$ cat config.mk
export PLATFORM = sky130hd
export DESIGN_NAME = bnn_seq_classifier_flat
export DESIGN_NICKNAME = d
export VERILOG_FILES = /design/src/rtl/bnn_seq_classifier_if.sv /design/src/rtl/bnn_seq_classifier.sv /design/src/flat_wrapper.sv
export SDC_FILE = /design/constraint.sdc
export NUM_CORES = 1
export LEC_CHECK = 0
export ABC_AREA = 1
export CAP_MARGIN = 10
export CORE_UTILIZATION = 55
export DETAILED_ROUTE_END_ITERATION = 6
export PLACE_DENSITY = 0.8
export RECOVER_POWER = 100
export SKIP_LAST_GASP = 1
export SLEW_MARGIN = 10
export SYNTH_ARGS = -nofsm -noshare
export SYNTH_HDL_FRONTEND = slang
export SYNTH_SLANG_ARGS = --single-unit
export TNS_END_PERCENT = 20
$ cat constraint.sdc
create_clock -name clk -period 7.82 [get_ports clk]
set_clock_uncertainty 0.05 [all_clocks]
set_input_delay 1.564 -clock clk [delete_from_list [all_inputs] [get_ports clk]]
set_output_delay 1.564 -clock clk [all_outputs]
set_load 0.02 [all_outputs]
$ cat src/rtl/bnn_seq_classifier_if.sv
// Sample/result bundle for bnn_seq_classifier: the feeder drives features on the
// input side, the collector accepts prediction/score on the output side.
interface bnn_seq_classifier_if #(
    parameter int FEAT_CNT   = 16,
    parameter int FEAT_BITS  = 4,
    parameter int HIDDEN_CNT = 40,
    parameter int CLASS_CNT  = 10
);
    localparam int SCORE_BITS = $clog2(HIDDEN_CNT + 1);
    localparam int CLS_BITS   = (CLASS_CNT > 1) ? $clog2(CLASS_CNT) : 1;

    // Handshake: a transfer happens on a rising edge where valid and ready are both 1.
    // in_valid/features come from the feeder, in_ready from the classifier;
    // out_valid/prediction/score come from the classifier and are held until out_ready.
    logic [FEAT_BITS*FEAT_CNT-1:0] features;
    logic                          in_valid;
    logic                          in_ready;
    logic [CLS_BITS-1:0]           prediction;
    logic [SCORE_BITS-1:0]         score;
    logic                          out_valid;
    logic                          out_ready;

    modport master (
        output features, in_valid, out_ready,
        input  in_ready, prediction, score, out_valid
    );

    modport slave (
        input  features, in_valid, out_ready,
        output in_ready, prediction, score, out_valid
    );
endinterface

$ cat src/rtl/bnn_seq_classifier.sv
// Sequential one-hidden-layer binarised classifier: binarise features, evaluate
// one hidden neuron per cycle, then one class score per cycle, emit the argmax.
module bnn_seq_classifier #(
    parameter int FEAT_CNT   = 16,
    parameter int FEAT_BITS  = 4,
    parameter int HIDDEN_CNT = 40,
    parameter int CLASS_CNT  = 10,
    parameter logic [FEAT_CNT*FEAT_BITS-1:0]   THR = {FEAT_CNT{4'd8}},
    parameter logic [HIDDEN_CNT*FEAT_CNT-1:0]  W1  = '1,
    parameter logic [CLASS_CNT*HIDDEN_CNT-1:0] W2  = '0
) (
    input  logic                     clk,
    input  logic                     rst,
    bnn_seq_classifier_if.slave      bus,
    output logic [1:0]               state_dbg
);
    localparam int SCORE_BITS   = $clog2(HIDDEN_CNT + 1);
    localparam int CLS_BITS     = (CLASS_CNT > 1) ? $clog2(CLASS_CNT) : 1;
    localparam int HID_IDX_BITS = (HIDDEN_CNT > 1) ? $clog2(HIDDEN_CNT) : 1;
    localparam int FPOP_BITS    = $clog2(FEAT_CNT + 1);

    localparam logic [HID_IDX_BITS-1:0] H_LAST     = HID_IDX_BITS'(HIDDEN_CNT - 1);
    localparam logic [CLS_BITS-1:0]     C_LAST     = CLS_BITS'(CLASS_CNT - 1);
    localparam logic [FPOP_BITS:0]      FEAT_CNT_W = (FPOP_BITS + 1)'(FEAT_CNT);

    typedef enum logic [1:0] {
        IDLE = 2'd0,
        HID  = 2'd1,
        OUT  = 2'd2,
        DONE = 2'd3
    } state_t;

    state_t                    state;
    logic [FEAT_CNT-1:0]       fbit_q;
    logic [HIDDEN_CNT-1:0]     hbit_q;
    logic [HID_IDX_BITS-1:0]   h_idx;
    logic [CLS_BITS-1:0]       c_idx;
    logic [SCORE_BITS-1:0]     best_score;
    logic [CLS_BITS-1:0]       best_idx;
    logic                      in_ready_q;
    logic                      out_valid_q;
    logic [CLS_BITS-1:0]       prediction_q;
    logic [SCORE_BITS-1:0]     score_q;

    logic [FEAT_CNT-1:0]       w1_rows [HIDDEN_CNT];
    logic [HIDDEN_CNT-1:0]     w2_rows [CLASS_CNT];

    logic [FEAT_CNT-1:0]       fbit_new;
    logic [FEAT_CNT-1:0]       h_agree;
    logic [FPOP_BITS-1:0]      h_pop;
    logic                      hbit_new;
    logic [HIDDEN_CNT-1:0]     c_agree;
    logic [SCORE_BITS-1:0]     c_score;
    logic                      take_new;
    logic [SCORE_BITS-1:0]     cand_score;
    logic [CLS_BITS-1:0]       cand_idx;

    for (genvar h = 0; h < HIDDEN_CNT; h++) begin : g_w1_rows
        assign w1_rows[h] = W1[h*FEAT_CNT +: FEAT_CNT];
    end

    for (genvar c = 0; c < CLASS_CNT; c++) begin : g_w2_rows
        assign w2_rows[c] = W2[c*HIDDEN_CNT +: HIDDEN_CNT];
    end

    always_comb begin
        fbit_new = '0;
        for (int i = 0; i < FEAT_CNT; i++) begin
            fbit_new[i] = (bus.features[i*FEAT_BITS +: FEAT_BITS] >= THR[i*FEAT_BITS +: FEAT_BITS]);
        end
    end

    // XNOR agreement count; the neuron fires when at least half the features agree.
    always_comb begin
        h_agree = ~(fbit_q ^ w1_rows[h_idx]);
        h_pop   = '0;
        for (int i = 0; i < FEAT_CNT; i++) begin
            h_pop = h_pop + FPOP_BITS'(h_agree[i]);
        end
        hbit_new = ({h_pop, 1'b0} >= FEAT_CNT_W);
    end

    always_comb begin
        c_agree = ~(hbit_q ^ w2_rows[c_idx]);
        c_score = '0;
        for (int h = 0; h < HIDDEN_CNT; h++) begin
            c_score = c_score + SCORE_BITS'(c_agree[h]);
        end
    end

    // Strict greater-than keeps the lowest class index on ties.
    always_comb begin
        take_new   = (c_idx == '0) || (c_score > best_score);
        cand_score = take_new ? c_score : best_score;
        cand_idx   = take_new ? c_idx   : best_idx;
    end

    always_ff @(posedge clk) begin
        if (!rst) begin
            state        <= IDLE;
            in_ready_q   <= 1'b1;
            out_valid_q  <= 1'b0;
            prediction_q <= '0;
            score_q      <= '0;
            fbit_q       <= '0;
            hbit_q       <= '0;
            h_idx        <= '0;
            c_idx        <= '0;
            best_score   <= '0;
            best_idx     <= '0;
        end else begin
            case (state)
                IDLE: begin
                    if (bus.in_valid) begin
                        fbit_q     <= fbit_new;
                        h_idx      <= '0;
                        in_ready_q <= 1'b0;
                        state      <= HID;
                    end
                end
                HID: begin
                    hbit_q[h_idx] <= hbit_new;
                    if (h_idx == H_LAST) begin
                        c_idx <= '0;
                        state <= OUT;
                    end else begin
                        h_idx <= h_idx + HID_IDX_BITS'(1);
                    end
                end
                OUT: begin
                    best_score <= cand_score;
                    best_idx   <= cand_idx;
                    if (c_idx == C_LAST) begin
                        prediction_q <= cand_idx;
                        score_q      <= cand_score;
                        out_valid_q  <= 1'b1;
                        state        <= DONE;
                    end else begin
                        c_idx <= c_idx + CLS_BITS'(1);
                    end
                end
                DONE: begin
                    if (bus.out_ready) begin
                        out_valid_q <= 1'b0;
                        in_ready_q  <= 1'b1;
                        state       <= IDLE;
                    end
                end
                default: begin
                    state <= IDLE;
                end
            endcase
        end
    end

    assign bus.in_ready   = in_ready_q;
    assign bus.out_valid  = out_valid_q;
    assign bus.prediction = prediction_q;
    assign bus.score      = score_q;
    assign state_dbg      = state;
endmodule

$ cat src/flat_wrapper.sv
// flat-port wrapper written by rule: the top's interface ports become plain ports
module bnn_seq_classifier_flat 
#(
    parameter int FEAT_CNT   = 16,
    parameter int FEAT_BITS  = 4,
    parameter int HIDDEN_CNT = 40,
    parameter int CLASS_CNT  = 10,
    parameter logic [FEAT_CNT*FEAT_BITS-1:0]   THR = {FEAT_CNT{4'd8}},
    parameter logic [HIDDEN_CNT*FEAT_CNT-1:0]  W1  = '1,
    parameter logic [CLASS_CNT*HIDDEN_CNT-1:0] W2  = '0
)
  (clk, rst, state_dbg, bus_features, bus_in_valid, bus_out_ready, bus_in_ready, bus_prediction, bus_score, bus_out_valid);
  bnn_seq_classifier_if #(.FEAT_CNT(FEAT_CNT), .FEAT_BITS(FEAT_BITS), .HIDDEN_CNT(HIDDEN_CNT), .CLASS_CNT(CLASS_CNT)) bus_i ();
  input  logic clk;
  input  logic rst;
  output logic [1:0] state_dbg;
  input wire logic [$bits(bus_i.features)-1:0] bus_features;
  input wire logic [$bits(bus_i.in_valid)-1:0] bus_in_valid;
  input wire logic [$bits(bus_i.out_ready)-1:0] bus_out_ready;
  output wire logic [$bits(bus_i.in_ready)-1:0] bus_in_ready;
  output wire logic [$bits(bus_i.prediction)-1:0] bus_prediction;
  output wire logic [$bits(bus_i.score)-1:0] bus_score;
  output wire logic [$bits(bus_i.out_valid)-1:0] bus_out_valid;
  assign bus_i.features = bus_features;
  assign bus_i.in_valid = bus_in_valid;
  assign bus_i.out_ready = bus_out_ready;
  assign bus_in_ready = bus_i.in_ready;
  assign bus_prediction = bus_i.prediction;
  assign bus_score = bus_i.score;
  assign bus_out_valid = bus_i.out_valid;
  bnn_seq_classifier #(.FEAT_CNT(FEAT_CNT), .FEAT_BITS(FEAT_BITS), .HIDDEN_CNT(HIDDEN_CNT), .CLASS_CNT(CLASS_CNT), .THR(THR), .W1(W1), .W2(W2)) u_core (.clk(clk), .rst(rst), .bus(bus_i), .state_dbg(state_dbg));
endmodule
* After elaboration in Yosys (flattened, before gate mapping) *
Memory sizes are Yosys's and may differ from the RTL's.
Cells that the tools add are included.

storage, ports and cells
  bits in read-only memories = 1664
  input bits = 68
  bits in registers = 90
  memories kept = 2
  word-level logic and storage cells = 149
  output and inout port bits = 14

cells by class
  mux-type cells = 26
  bitwise gates (word level) = 6
  reduce and logical (&&, ||, !) cells = 15
  add/sub/neg operators = 56
  order comparisons = 22
  eq/ne operators = 11

memory list
  memory           depth  bits a word  read ports  clocked after memory_dff  write ports  RTL line                  text
  (no name shown)  64     16           1           0                         0            bnn_seq_classifier.sv:75  h_agree = ~(fbit_q ^ w1_rows[h_idx]);
  (no name shown)  16     40           1           0                         0            bnn_seq_classifier.sv:84  c_agree = ~(hbit_q ^ w2_rows[c_idx]);

operators with widths
  cell                 number
  $add 6x1->6          38
  $mux 40              2
  $add 5x1->5          14
  $ge 4x4->1 const B   16
  $bwmux 40            1
  $not 40->40          1
  $xor 40x40->40       1
  $mux 16              2
  $mux 6               3
  $not 16->16          1
  $xor 16x16->16       1
  $mux 4               3
  $pmux 6 s2           1
  $reduce_and 3->1     4
  $mux 2               4
  $ne 2x2->1 const B   4
  $pmux 2 s4           1
  $pmux 4 s2           1
  $reduce_bool 2->1    4
  $ge 7x7->1 const B   1
  $lt 6x7->1 const B   1
  $not 6->7            1
  $add 6x1->6 const B  1
  $demux 1 s6          1
  20 further kinds     29

* Longest topological paths before layout *
Gate-level depths: netlist (run 1).

  depth in word-level cells = 48
  depth in mapped cells = 28
  mapped depth without buffers = 28

* Least setup slack after synthesis (run 1) *
No wires, ideal clock.

  path kind = register -> register
  start = register u_core.hbit_q[0]
  end = register u_core.best_score[1]
  setup time = 109 ps
  required time = 7661 ps
  path slack = 1523 ps
  stages on the path, launching flop included = 27
  clock period less this slack = 6297 ps
  arrival = 6138 ps
  buffers on the path = 0
  cell sequence = dfxtp_1 -> inv_1 -> ha_1 -> fa_1 -> fa_1 -> fa_1 -> fa_1 -> fa_1 -> fa_1 -> fa_1 -> inv_1 -> fa_1 -> fa_1 -> nand3b_1 -> nand2_1 -> xor2_1 -> ha_1 -> nand2_1 -> nor2_1 -> nand2_1 -> nand3_1 -> nand2_1 -> nand2_1 -> nand2_1 -> nand3_1 -> nand2_1 -> inv_1

on the way
  longest elaborated chain between the ends = 44

RTL lines
  element                           RTL line                   text
  start: declaration                bnn_seq_classifier.sv:35   logic [HIDDEN_CNT-1:0] hbit_q;
  start signal: indexed assignment  bnn_seq_classifier.sv:122  hbit_q[h_idx] <= hbit_new;
  $xor 40x40->40 (*)                bnn_seq_classifier.sv:84
  $not 40->40 (*)                   bnn_seq_classifier.sv:84
  $add 1x1->2 (*)                   bnn_seq_classifier.sv:87   c_score = c_score + SCORE_BITS'(c_agree[h]);
  $add 6x1->6 (*) (38 in series)    bnn_seq_classifier.sv:87
  $gt 6x6->1                        bnn_seq_classifier.sv:93   take_new = (c_idx == '0) || (c_score > best_score);
  $logic_or 1x1->1                  bnn_seq_classifier.sv:93
  $mux 6 (*)                        bnn_seq_classifier.sv:94   cand_score = take_new ? c_score : best_score;
  end signal: assignment            bnn_seq_classifier.sv:131  best_score <= cand_score;
  end: declaration                  bnn_seq_classifier.sv:38   logic [SCORE_BITS-1:0] best_score;

Every way passes the cells marked *; elsewhere a longest branch is shown, timed or not.
A chain may end at the register's enable or synchronous reset.

* Worst setup path in the final report (run 1) *
  start = register u_core.hbit_q[0]
  end = register u_core.score_q[0] (netlist: u_core.bus.score[0])

on the way
  longest elaborated chain between the ends = 44

RTL lines
  element                         RTL line                   text
  $xor 40x40->40 (*)              bnn_seq_classifier.sv:84
  $not 40->40 (*)                 bnn_seq_classifier.sv:84
  $add 1x1->2 (*)                 bnn_seq_classifier.sv:87
  $add 6x1->6 (*) (38 in series)  bnn_seq_classifier.sv:87
  $gt 6x6->1                      bnn_seq_classifier.sv:93
  $logic_or 1x1->1                bnn_seq_classifier.sv:93
  $mux 6 (*)                      bnn_seq_classifier.sv:94
  end signal: assignment          bnn_seq_classifier.sv:135  score_q <= cand_score;
  end: declaration                bnn_seq_classifier.sv:43   logic [SCORE_BITS-1:0] score_q;

Marks and branches as above.

==> results of run 1 <==
[layout by cell type, fill, tap and decap left out]
cell / Yosys / final
nor3_1: 33 / 33
nor3_2: 1 / 1
clkbuf_1: 12 / 2
xor2_1: 4 / 4
clkinvlp_4: 0 / 2
bufinv_16: 0 / 3
a21oi_1: 40 / 40
a31oi_1: 5 / 5
a21oi_2: 1 / 1
inv_1: 142 / 142
inv_2: 5 / 5
clkbuf_8: 0 / 9
nand2_1: 112 / 113
clkdlybuf4s50_1: 0 / 16
xnor2_1: 2 / 2
nor2_1: 80 / 81
nor2_2: 4 / 3
o21a_1: 16 / 16
inv_6: 0 / 1
nand4_1: 3 / 3
ha_1: 32 / 32
nor2_4: 2 / 2
o21ai_1: 2 / 1
dfxtp_1: 90 / 90
nand3b_1: 3 / 3
o21ai_0: 56 / 57
nand2_2: 4 / 3
nor3_4: 1 / 1
fa_1: 41 / 41
clkinv_1: 1 / 1
buf_2: 10 / 1
nand3_1: 39 / 39
dlygate4sd3_1: 0 / 16
[critical path, stage by stage (launching register included)]
cell and delay [ns]:
dfxtp_1 0.32, inv_1 0.05, ha_1 0.30, fa_1 0.51, fa_1 0.44, fa_1 0.54, fa_1 0.45, fa_1 0.52
fa_1 0.44, fa_1 0.49, inv_1 0.05, fa_1 0.44, fa_1 0.47, nand3b_1 0.17, nand2_1 0.08, xor2_1 0.21
ha_1 0.26, nand2_1 0.07, nor2_1 0.06, nand2_1 0.06, nand3_1 0.08, nand2_1 0.30, nand2_1 0.31, nand2_1 0.16
nand3_1 0.10, nand2_1 0.13, inv_1 0.04
[report_power, final]
group	switching [mW]	internal (mW)	leakage (nW)
Sequential	0.0354	0.516	0.731
Clock	0.174	0.214	0.113
Combinational	0.918	0.509	1.78
[cell type report]
type                    instances  area, um^2  share of cell area, %
multi-input cells             481        3140                   50.4
clock inverters                 6         114                   1.83
well taps                     133         166                   2.67
inverters                     148         556                   8.91
repair buffers                 34         329                   5.28
flip-flops and latches         90        1800                   28.9
clock buffers                  10         128                   2.05
[path summary, 6_finish.rpt]
kind                                      startpoint              endpoint  cells after the start
worst max register to register      u_core.hbit_q[0]   u_core.bus.score[0]                     26
worst min register to register  u_core.bus.out_valid  u_core.bus.out_valid                      2
worst min-delay path            u_core.bus.out_valid  u_core.bus.out_valid                      2
worst max-delay path                u_core.hbit_q[0]   u_core.bus.score[0]                     26
[logic make-up (layout without fill, tap and decap cells)]
family | Yosys count | after routing
xor+xnor | 6 | 6
buf+inv | 174 | 198
compound gates | 120 | 120
flops | 90 | 90
fa+ha+maj | 73 | 73
simple gates | 282 | 282
[registers in the layout, indices dropped and copies added, names as in the netlist]
name                   count
u_core.hbit_q             40
u_core.fbit_q             16
u_core.best_score          6
u_core.bus.score           6
u_core.h_idx               6
u_core.best_idx            4
u_core.bus.prediction      4
u_core.c_idx               4
u_core.state_dbg           2
u_core.bus.in_ready        1
u_core.bus.out_valid       1
[through the flow]
stage | total power, mW | std cells | util (%) | area, um^2
2_1_floorplan | 1.69 | 745 | - | 5620
3_3_place_gp | 1.92 | 886 | 61.1 | 6000
3_5_place_dp | 1.98 | 886 | 61.1 | 6000
4_1_cts | 2.38 | 902 | 63.6 | 6240
5_1_grt | 2.63 | 902 | 63.5 | 6230
6_report | 2.37 | 902 | 63.5 | 6230
[metal layers]
layer | routed length (um) | up-vias | global-route usage (%)
met2 | 5850 | 94 | 46.0
li1 | - | 2350 | -
met3 | 500 | 20 | 4.07
met5 | 0 | - | 0
met4 | 290 | 0 | 9.75
met1 | 5260 | 2166 | 30.4
==> out/results.ini, run 1 <==
[outcome]
outcome = finished with violations
failed_checks = max-capacitance violations, max-slew violations

[yosys]
yosys.area_share.simple_pct = 21.7
synth.area.top_cells = dfxtp_1, fa_1, inv_1
synthFlopType = dfxtp_1
synth_compound_area_share_pct = 11.6
synth.most_common_cell = inv_1
yosys.area.top_type = dfxtp_1
synth_top_family_by_area = adder cells
synth-xor-area-share_pct = 0.935
ys_seq_elements = 90
async_flop_share_pct = 0
synth_top_area_share_pct = 32.1
muxShareOfSynthArea_pct = 0
synth-warning-count = 0
ys_types = 29
postSynthAreaPerCell_um2 = 7.54
synth_edf_count = 0
synth_commonest_cells = inv_1, nand2_1, dfxtp_1
postSynthCellCount = 745
synth_area_um2 = 5620
synth_fa_ha_area_share_pct = 21.7
syn_nets = 886
ys_seq_area_share_pct = 32.1

[setup_path]
cp.required_ns = 8.05
cp.arrival_ns = 7.45
worst-path-max-fanout = 11
r2r_setup_slack_ns = 0.60
end_kind = flop
path_class = reg -> reg
start_kind = flop

[timing]
tns_ns = 0
setup_viol = 0
maxSlewViolCount = 90
slew_headroom_pct = -86.7
worst_slack_ns = 0.596
hold_slack_ns = 0.439
hold_viol = 0
finalCritPeriodShare_pct = 92.4
worstMarginPinSlew_ns = 2.80
rsz0062_at_grt = false
fmax_mhz = 138
final.min_clock_period_ns = 7.22

[drt]
final_antenna_net_count = 0
wl_mm = 11.9
viasPerCell = 5.13
drc = 0
drt_iter0_markers = 150
vias = 4630
drt-pass1-iter-count = 5
wire_per_inst_um = 13.2

[run]
maxCapViolations = 2

[placement]
dp_hpwl_mm = 8.62
gp_congestion = 0.830
place_worst_setup_slack_ns = 0.632
port_buffers = 33

[final_layout]
n_antenna_cell = 0
area_growth_pct = 10.9
nFillCells = 912
final_nets = 905
drive_gt1_share_pct = 4.16

[cts]
hold_buffers = 0
tritoncts = built
cts_made_buffers = 9
clock_sinks = 90
cts_resized = 0
worstSkewPairLatency_ns = 0.37
cts_root_buf = clkbuf_8
clkSlewWorstSetupHoldPaths_ns = 0.10
clk_path_buf_depth = 2
cts.htree.levels = 3
post_cts_buffers = 0

[floorplanning]
start_util_pct = 57.2
die_area_um2 = 10600
die_y_um = 103
io_pins = 82
fp-row-count = 36
core_area_um2 = 9820
die_width_um = 103

[power_and_ir_drop]
powerDensity_nw_per_um2 = 379
ir_worst_vdd_uv = 346
leakage_nw = 2.62

[grt]
grt_start_max_net_pins = 66
overflow = 0
antenna_found_initial = 0
grt_pass1_vias = 4738
grt_util_all_layers_pct = 25.5
grt_pass1_wl_mm = 20.8

[min_path]
hp-class = reg -> reg

Note: power is estimated with default switching activity, not from simulation.
==> inputs of run 2 (changes only) <==
Settings changed: CORE_UTILIZATION 55 to 60, DONT_BUFFER_PORTS set to 1, PLACE_DENSITY 0.8 to 0.75.
==> out/results.ini, run 2 (synthesis gave the netlist of run 1 again) <==
[outcome]
outcome = finished with violations
failed_checks = max-capacitance violations, max-slew violations

[timing]
hold_viol = 0  ; unchanged
maxSlewViolCount = 24  ; -73%
final.min_clock_period_ns = 7.31  ; +0.0846 ns
fmax_mhz = 137  ; -1.2%
tns_ns = 0  ; unchanged
setup_viol = 0  ; unchanged
slew_headroom_pct = -4.94  ; +82 points
finalCritPeriodShare_pct = 93.5  ; +1.1 points
rsz0062_at_grt = false
worstMarginPinSlew_ns = 1.57  ; -1.23 ns

[floorplanning]
io_pins = 82  ; unchanged
start_util_pct = 63.2  ; +6.0 points
die_width_um = 98.8  ; -4.2%
core_area_um2 = 8890  ; -9.5%
die_area_um2 = 9760  ; -8.2%
die_y_um = 98.8  ; -4.2%
fp-row-count = 34  ; -5.6%

[drt]
vias = 4493  ; -3.0%
drt-pass1-iter-count = 5  ; unchanged
viasPerCell = 5.33  ; +3.8%
final_antenna_net_count = 0  ; unchanged
drt_iter0_markers = 167  ; +11%
drc = 0  ; unchanged
wl_mm = 11.4  ; -4.5%
wire_per_inst_um = 13.5  ; +2.2%

[power_and_ir_drop]
leakage_nw = 2.46  ; -6.2%
ir_worst_vdd_uv = 503  ; +45%
powerDensity_nw_per_um2 = 395  ; +4.2%

[cts]
clk_path_buf_depth = 2  ; unchanged
clkSlewWorstSetupHoldPaths_ns = 0.11  ; about the same
clock_sinks = 90  ; unchanged
post_cts_buffers = 0  ; unchanged
hold_buffers = 0  ; unchanged
cts_root_buf = clkbuf_8
cts_made_buffers = 9  ; unchanged
worstSkewPairLatency_ns = 0.38  ; about the same
cts_resized = 0  ; unchanged
tritoncts = built
cts.htree.levels = 3  ; unchanged

[final_layout]
final_common_cell = inv_1
largest_reg_flops = 40  ; unchanged
area_growth_pct = 4.36
drive_gt1_share_pct = 4.35  ; +0.19 points
largestRegisters = u_core.hbit_q: 40 flops, u_core.fbit_q: 16 flops
n_antenna_cell = 0  ; unchanged
layout_common_cells = inv_1, nand2_1, dfxtp_1, nor2_1, o21ai_0
finalNonFillerCells = 843  ; -6.5%
final_nets = 871  ; -3.8%
largest_register = u_core.hbit_q

[setup_path]
path_class = reg -> reg
worst-path-max-fanout = 11  ; unchanged
end_kind = flop
cp.required_ns = 8.06  ; about the same
cp.arrival_ns = 7.55  ; +0.10 ns
start_kind = flop

[placement]
gp_congestion = 0.850  ; +2.3%
dp_hpwl_mm = 8.10  ; -6.1%
placed_cells = 827  ; -6.7%
port_buffers = 0  ; -100%

[grt]
grt_pass1_wl_mm = 19.9  ; -4.7%
grt_pass1_vias = 4343  ; -8.3%
overflow = 0  ; unchanged
grt_start_max_net_pins = 66  ; unchanged
grt_util_all_layers_pct = 25.6  ; +0.11 points
antenna_found_initial = 0  ; unchanged

[min_path]
hp-class = reg -> reg

[run]
maxCapViolations = 1  ; -1

==> run 2: metal layers <==
metal / GRT usage, % / routed length [um]
met1: 32.6 / 5110
met5: 0 / 0
met3: 4.26 / 497
met4: 7.58 / 129
met2: 44.7 / 5620
==> run 2: where the power goes <==
part	switching, mW	internal, mW
Combinational	0.903	0.486
Sequential	0.0406	0.516
Clock	0.181	0.193
==> run 2: layout make-up <==
type | instances | area [um^2]
Clock buffer | 10 | 138
Inverter | 148 | 556
Multi-Input combinational cell | 481 | 3140
Clock inverter | 6 | 95.1
Fill cell | 774 | 3030
Tap cell | 108 | 135
Sequential cell | 90 | 1800
==> run 2: path summary, 6_finish.rpt <==
kind / from / endpoint / slack, ns / cells after the start
worst max register to register: u_core.hbit_q[0] / u_core.bus.score[0] / 0.51 / 26
worst min-delay path: u_core.fbit_q[14] / u_core.fbit_q[14] / 0.43 / 2
worst max-delay path: u_core.hbit_q[0] / u_core.bus.score[0] / 0.51 / 26
worst min register to register: u_core.fbit_q[14] / u_core.fbit_q[14] / 0.43 / 2
==> run 2: per-stage QoR <==
| step | hold WS (ns) | cell area [um^2] | total power, mW | setup slack, ns | utilization [%] |
|---|---|---|---|---|---|
| floorplan | 0.397 | 5620 | 1.69 | 1.52 | - |
| global placement | 0.407 | 5640 | 1.92 | 0.611 | 63.4 |
| detailed placement | 0.419 | 5640 | 1.96 | 0.568 | 63.4 |
| CTS | 0.432 | 5870 | 2.34 | 0.512 | 66.0 |
| global route | 0.460 | 5870 | 2.60 | 0.164 | 66.0 |
| finish | 0.434 | 5870 | 2.32 | 0.511 | 66.0 |
==> run 2: critical path, stage by stage (launching register included) <==
cell and delay (ns):
dfxtp_1 0.32, inv_1 0.05, ha_1 0.30, fa_1 0.50, fa_1 0.44, fa_1 0.53, fa_1 0.44, fa_1 0.53
fa_1 0.45, fa_1 0.49, inv_1 0.05, fa_1 0.45, fa_1 0.46, nand3b_1 0.18, nand2_1 0.09, xor2_1 0.23
ha_1 0.27, nand2_1 0.07, nor2_1 0.06, nand2_1 0.06, nand3_1 0.08, nand2_1 0.33, nand2_1 0.34, nand2_1 0.17
nand3_1 0.11, nand2_1 0.13, inv_1 0.05
